===== src/rtl/mem_responder.sv =====
// mem_responder: single-port word memory that answers CPU-style rd/wr strobes
// with a fixed latency, a one-cycle ready pulse and a protocol-error pulse.
// Optional feature macro: MEM_RESPONDER_WAIT_EN
//   defined   -> WAIT state with a down-counter stretches every access.
//   undefined -> IDLE capture goes straight to DONE.
module mem_responder #(
    parameter int WAIT = 2,
    parameter int AW   = 5,
    parameter int DW   = 8
) (
    input  logic          clk,
    input  logic          rst,
    input  logic          rd,
    input  logic          wr,
    input  logic [AW-1:0] addr,
    input  logic [DW-1:0] wdata,
    output logic [DW-1:0] rdata,
    output logic          ready,
    output logic          err,
    input  logic          ld_en,
    input  logic [AW-1:0] ld_addr,
    input  logic [DW-1:0] ld_data
);

    localparam int DEPTH = 1 << AW;

`ifdef MEM_RESPONDER_WAIT_EN
    typedef enum logic [1:0] {ST_IDLE, ST_WAIT, ST_DONE, ST_REARM} state_t;
`else
    typedef enum logic [1:0] {ST_IDLE, ST_DONE, ST_REARM} state_t;
`endif

    state_t        state_reg, state_next;
    logic [DW-1:0] mem [0:DEPTH-1];
    logic [DW-1:0] rdata_reg;
    logic          err_reg, err_next;

    // Access performed on the coming edge (the edge that enters DONE)
    logic          access;
    logic          access_wr;
    logic [AW-1:0] access_addr;
    logic [DW-1:0] access_wdata;
    logic          preload;

    // Single memory write port shared by preload and CPU writes
    logic          mem_we;
    logic [AW-1:0] mem_waddr;
    logic [DW-1:0] mem_wdata;

`ifdef MEM_RESPONDER_WAIT_EN
    logic [3:0]    count_reg, count_next;
    logic          op_wr_reg, op_wr_next;
    logic [AW-1:0] addr_reg, addr_next;
    logic [DW-1:0] wdata_reg, wdata_next;
`endif

    // Next-state, capture and access-decode logic
    always_comb begin
        state_next   = state_reg;
        err_next     = 1'b0;
        access       = 1'b0;
        access_wr    = 1'b0;
        access_addr  = addr;
        access_wdata = wdata;
        preload      = 1'b0;
`ifdef MEM_RESPONDER_WAIT_EN
        count_next   = count_reg;
        op_wr_next   = op_wr_reg;
        addr_next    = addr_reg;
        wdata_next   = wdata_reg;
`endif
        case (state_reg)
            ST_IDLE: begin
                if (ld_en) begin
                    // Preload owns the cycle; CPU strobes are not looked at
                    preload = 1'b1;
                end else if (rd && wr) begin
                    err_next   = 1'b1;
                    state_next = ST_REARM;
                end else if (rd || wr) begin
`ifdef MEM_RESPONDER_WAIT_EN
                    op_wr_next = wr;
                    addr_next  = addr;
                    wdata_next = wdata;
                    count_next = 4'(WAIT - 1);
                    state_next = ST_WAIT;
`else
                    access     = 1'b1;
                    access_wr  = wr;
                    state_next = ST_DONE;
`endif
                end
            end
`ifdef MEM_RESPONDER_WAIT_EN
            ST_WAIT: begin
                if (op_wr_reg ? !wr : !rd) begin
                    // Requester gave up: drop the access silently
                    state_next = ST_IDLE;
                end else if (count_reg == 4'd0) begin
                    access       = 1'b1;
                    access_wr    = op_wr_reg;
                    access_addr  = addr_reg;
                    access_wdata = wdata_reg;
                    state_next   = ST_DONE;
                end else begin
                    count_next = count_reg - 4'd1;
                end
            end
`endif
            ST_DONE: begin
                state_next = ST_REARM;
            end
            ST_REARM: begin
                // Wait for both strobes low so a held strobe cannot retrigger
                if (!rd && !wr) begin
                    state_next = ST_IDLE;
                end
            end
            default: begin
                state_next = ST_IDLE;
            end
        endcase
    end

    // Memory write port mux; reset blocks any write in flight
    always_comb begin
        mem_we    = !rst && (preload || (access && access_wr));
        mem_waddr = preload ? ld_addr : access_addr;
        mem_wdata = preload ? ld_data : access_wdata;
    end

    // State, error pulse and registered read data
    always_ff @(posedge clk or posedge rst) begin
        if (rst) begin
            state_reg <= ST_IDLE;
            rdata_reg <= '0;
            err_reg   <= 1'b0;
        end else begin
            state_reg <= state_next;
            err_reg   <= err_next;
            if (access && !access_wr) begin
                rdata_reg <= mem[access_addr];
            end
        end
    end

`ifdef MEM_RESPONDER_WAIT_EN
    // Captured request and wait counter
    always_ff @(posedge clk or posedge rst) begin
        if (rst) begin
            count_reg <= 4'd0;
            op_wr_reg <= 1'b0;
            addr_reg  <= '0;
            wdata_reg <= '0;
        end else begin
            count_reg <= count_next;
            op_wr_reg <= op_wr_next;
            addr_reg  <= addr_next;
            wdata_reg <= wdata_next;
        end
    end
`endif

    // Storage array; contents survive reset
    always_ff @(posedge clk) begin
        if (mem_we) begin
            mem[mem_waddr] <= mem_wdata;
        end
    end

    assign rdata = rdata_reg;
    assign ready = (state_reg == ST_DONE);
    assign err   = err_reg;

endmodule

===== config.mk =====
export PLATFORM = sky130hd
export DESIGN_NAME = mem_responder
export DESIGN_NICKNAME = d
export VERILOG_FILES = /design/src/rtl/mem_responder.sv
export SDC_FILE = /design/constraint.sdc
export NUM_CORES = 1
export LEC_CHECK = 0
export BUFFER_PORTS_ARGS = -buffer_cell sky130_fd_sc_hd__clkbuf_2
export CAP_MARGIN = 5
export CORE_UTILIZATION = 60
export CTS_CLUSTER_SIZE = 30
export DETAILED_ROUTE_END_ITERATION = 6
export PLACE_DENSITY = 0.87
export SLEW_MARGIN = 10
export SYNTH_ARGS = -nofsm -noshare
export SYNTH_HDL_FRONTEND = slang
export SYNTH_SLANG_ARGS = --single-unit

===== constraint.sdc =====
create_clock -name clk -period 3.4 [get_ports clk]
set_input_delay 1.02 -clock clk [delete_from_list [all_inputs] [get_ports clk]]
set_output_delay 1.02 -clock clk [all_outputs]
set_load 0.02 [all_outputs]

Yosys cells after proc, flatten, opt, wreduce, memory -nomap -nowiden

Memory sizes are Yosys's and may differ from the RTL's. A register that Yosys moved wholly into a read port is not among the register bits.
Index checks and enable logic that the tools add are counted.

Eq/ne operators: 5
Multiplexer cells: 22
Reductions and logical operators: 13

Operators by type and width:

| kind                                           | count |
|---|---|
| 2-to-1 mux 1 bit                               | 15 |
| 2-to-1 mux 2 bit                               | 4 |
| 2-to-1 mux 8 bit                               | 1 |
| one-hot mux 2 bit (3 select lines)             | 1 |
| logical AND 1 bit                              | 5 |
| 2-to-1 mux 5 bit                               | 1 |
| logical NOT 1 bit                              | 4 |
| != test 2 bit (second input constant)          | 2 |
| != test 3 bit (second input constant)          | 1 |
| AND reduction 3 bit                            | 1 |
| == test 2 x 1 -> 1 bit (second input constant) | 1 |
| == test 2 bit (second input constant)          | 1 |
| logical NOT 2 bit                              | 1 |
| logical OR 1 bit                               | 2 |

Bits in registers: 3
Memory bits (writable): 256
Bits of input ports: 31
Output and inout port bits: 10
Logic and storage cells: 43
Memories: 1

Memory list:

| memory | depth | bits a word | rd ports | clocked after Yosys merged registers in | wr ports | RTL line | text |
|---|---|---|---|---|---|---|---|
| mem    | 32    | 8           | 1        | 1                                       | 1        | 34       | `logic [DW-1:0] mem [0:DEPTH-1];` |

Logic depth before layout (Yosys ltp)

Depth in word-level cells: 10
Mapped depth: 8

Least setup slack after synthesis

OpenSTA, ideal clock, no wires.

Path type: in2reg
Start point: in addr[0]
End point: mem mem[13][0], enable pin
Setup time: 0.370 ns
Arrival time: 2.430 ns
Required time: 3.030 ns
Slack: 0.599 ns
Stages on the path: 7
Path through: buf_4 buf_12 buf_6 buf_4 nor3b_1 o21ai_1 nor2_1

Word-level cells in the longest chain between the ends: 1

RTL lines:

| what             | RTL line | text |
|---|---|---|
| start, declared  | 15       | `input logic [AW-1:0] addr,` |
| 2-to-1 mux 5 bit | 128      | `mem_waddr = preload ? ld_addr : access_addr;` |
| end, declared    | 34       |  |

No other way between the ends.

Final worst setup path

Start point: in ld_en
End point: mem mem[0][1], enable pin

Word-level cells in the longest chain between the ends: 7
Elaborated cells on any way between the ends: 12

RTL lines:

| what                                   | RTL line | text |
|---|---|---|
| start, declared                        | 20       | `input logic ld_en,` |
| 2-to-1 mux 1 bit                       | 74       | `if (ld_en) begin` |
| 2-to-1 mux 1 bit                       | 72       | `case (state_reg)` |
| logical AND 1 bit                      | 127      | `mem_we = !rst && (preload \|\| (access && access_wr));` |
| logical OR 1 bit                       | 127      |  |
| logical AND 1 bit                      | 127      |  |
| 2-to-1 mux 1 bit                       | 166      | `if (mem_we) begin` |
| 2-to-1 mux 1 bit (not written as such) | 167      | `mem[mem_waddr] <= mem_wdata;` |

Parallel ways exist; a longest one is shown, timed or not.

==> metrics.yaml <==
fin_crit_ns: 2.684
die_area_mm2: 0.01879
min_period_over_period: 0.7895
h-tree-depth: 1
yosys_warnings: 0
p_leak_uw: 0.004483
hold_viol: 0
grt_max_degree: 39
synth_area_per_cell_um2: 17.27
required_ns: 3.68
max_slew_margin: 0.2774
grt_pass1_wl_mm: 36.47
dpl.cell_count: 917
status: "complete, no violations"
fin_area_mm2: 0.01239
die-width_um: 137.1
netlist_instances: 634
endpoint: "mem[0][1]$_DFFE_PP_"
cap_violations: 0
initial_core_util: 0.6116
cts_buffer_depth: 3
worstPathArrival_ns: 2.96
cts_tree: "built"
cts_root_buf: "clkbuf_16"
first_pass_iters: 5
final_cells: 962
start_kind: "primary input"
cts.repair.resized: 0
portBuffers: 40
drc: 0
clk_latency_ns: 0.52
area_growth_pct: 13.14
worst-r2r-cell-count: 5
hpwl_mm: 14.66
grt-ovfl-total: 0
synth_area_leader_cell: "edfxtp_1"
cts.sinks: 267
largest_reg_flops: 256
hp-class: "register to register"
clk_pin_slew_ns: 0.06
io_pins: 41
cp_max_fo: 9
ir_drop_mv: 0.5585
power.total_uw: 7375
coreArea_mm2: 0.01790
antenna_left: 0
synth.distinct_cells: 37
r2r_slack_ns: 0.89
ys_seq_area_frac: 0.7272
wirelength_mm: 24.01
cts_hold_buf: 0
antenna_found_initial: 0
setup_tns_ns: 0
grt_usage: 0.2703
wire_per_inst_um: 24.96
worst_hold_slack_ns: 0.4979
rsz0062_at_grt: "no"
fin_nets: 749
ys_ff_latch: 267
rows: 49
critical_path_class: "primary input to register"
max_freq_mhz: 372.5
dieHeight_um: 137.1
r2r-end: "mem[0][1]$_DFFE_PP_"
synth_top_area_share: 0.7021
netlist_area_mm2: 0.01095
ys_top_cells_by_area: "edfxtp_1, mux2i_1, dfrtp_1"
drive_gt1_frac: 0.2186
postPlaceCellArea_mm2: 0.01159
post_cts_buffers: 0
finClkSkew_ns: 0.01250
finalSetupViolCount: 0
crit_start: "ld_en"
cts_buffers: 25
p_per_area_mw_per_mm2: 595.3
via_count: 6199
endpoint_kind: "register"
vias_per_cell: 6.444
synth_fp_nets: 668
tightest_slew_ns: 1.077
gp_congestion: 0.8885
first_iter_violations: 707
timing.rr.start: "state_reg[1]$_DFFE_PP0P_"
grt_pass1_vias: 6345
finalMaxSlewViolations: 0
==> synth_stat cells <==
cell type,count
buf_12,1
nor3_1,3
inv_1,4
a221oi_1,1
nand2_1,21
buf_1,2
nand2b_1,4
a21oi_1,18
nor3b_1,4
o31ai_1,1
dfrtp_1,11
o21ai_0,4
nand3b_1,3
a22o_1,16
buf_4,8
buf_8,1
o41ai_2,6
mux2_2,9
nor4_1,1
o41ai_1,2
buf_6,6
and2_1,2
clkbuf_1,8
edfxtp_1,256
nor2_1,34
a221oi_2,15
ha_1,3
buf_2,8
o21ai_1,3
nor3b_2,1
a22oi_1,32
and3b_1,2
nand3_1,2
or2_2,2
o22ai_1,8
mux2i_1,129
nor2b_1,3
==> power by group <==
| group | internal, uW | switching (uW) | leakage, uW |
|---|---|---|---|
| Sequential | 3800 | 56.1 | 0.00244 |
| Clock | 1570 | 1110 | 0.000385 |
| Combinational | 257 | 575 | 0.00166 |
==> per-layer routing <==
| metal | GRT usage | up-vias | routed length, um |
|---|---|---|---|
| met5 | 0 | - | 0 |
| met4 | 0.1074 | 0 | 875 |
| met3 | 0.03556 | 58 | 1753 |
| met2 | 0.4515 | 340 | 12060 |
| met1 | 0.3620 | 3109 | 9327 |
| li1 | - | 2692 | - |
==> worst max-delay path, cell delays in order <==
cell      delay [ns]
clkbuf_2        0.12
nor3b_2         0.49
nor3_1          0.10
o21ai_1         0.85
nor2_1          0.15
buf_4           0.22
==> through the flow <==
step	utilization	setup slack, ns
final	0.6920	0.7156
after global routing	0.6919	0.6391
after CTS	0.6919	0.7740
after detailed placement	0.6477	0.2523
after global placement	0.6477	0.3384
after floorplan	-	0.5994
==> how the worst min path moves through the flow <==
stage / startpoint / endpoint / cells past startpoint
6_report: rdata[4]$_DFFE_PP0P_ / rdata[4]$_DFFE_PP0P_ / 2
5_1_grt: rdata[4]$_DFFE_PP0P_ / rdata[4]$_DFFE_PP0P_ / 2
4_1_cts: rdata[4]$_DFFE_PP0P_ / rdata[4]$_DFFE_PP0P_ / 2
3_5_place_dp: rdata[1]$_DFFE_PP0P_ / rdata[1]$_DFFE_PP0P_ / 2
3_3_place_gp: rdata[7]$_DFFE_PP0P_ / rdata[7]$_DFFE_PP0P_ / 2
2_1_floorplan: rdata[6]$_DFFE_PP0P_ / rdata[6]$_DFFE_PP0P_ / 2
==> cell type report <==
type                            instances  area (um^2)
Antenna cell                            1        2.502
Clock buffer                           29        640.6
Clock inverter                         15        150.1
Fill cell                            1092         5514
Inverter                                4        15.01
Multi-Input combinational cell        329         2739
Sequential cell                       267         7963
Tap cell                              229        286.5
Timing Repair Buffer                   88        591.8
==> kinds of logic (layout without fill, tap and decap cells) <==
group / Yosys count / in the layout / synth area share
fa+ha+maj: 3 / 3 / 0.003429
simple gates: 82 / 82 / 0.03554
other cells: 0 / 1 / 0
mux: 138 / 138 / 0.1272
compound gates: 106 / 106 / 0.08331
flops: 267 / 267 / 0.7272
buf+inv: 38 / 136 / 0.02331
==> layout by cell type (no fill, tap or decap), drive strengths merged <==
cell type  Yosys  layout
a21oi         18      18
a221oi        16      16
a22o          16      16
a22oi         32      32
and2           2       2
and3b          2       2
buf           26      49
bufinv         0       3
clkbuf         8      68
clkinv         0      10
clkinvlp       0       2
dfrtp         11      11
diode          0       1
edfxtp       256     256
ha             3       3
inv            4       4
mux2           9       9
mux2i        129     129
nand2         21      21
nand2b         4       4
nand3          2       2
nand3b         3       3
nor2          34      34
nor2b          3       3
nor3           3       3
nor3b          5       5
nor4           1       1
o21ai          7       7
o22ai          8       8
o31ai          1       1
o41ai          8       8
or2            2       2
Note: power is estimated with default switching activity, not from simulation.
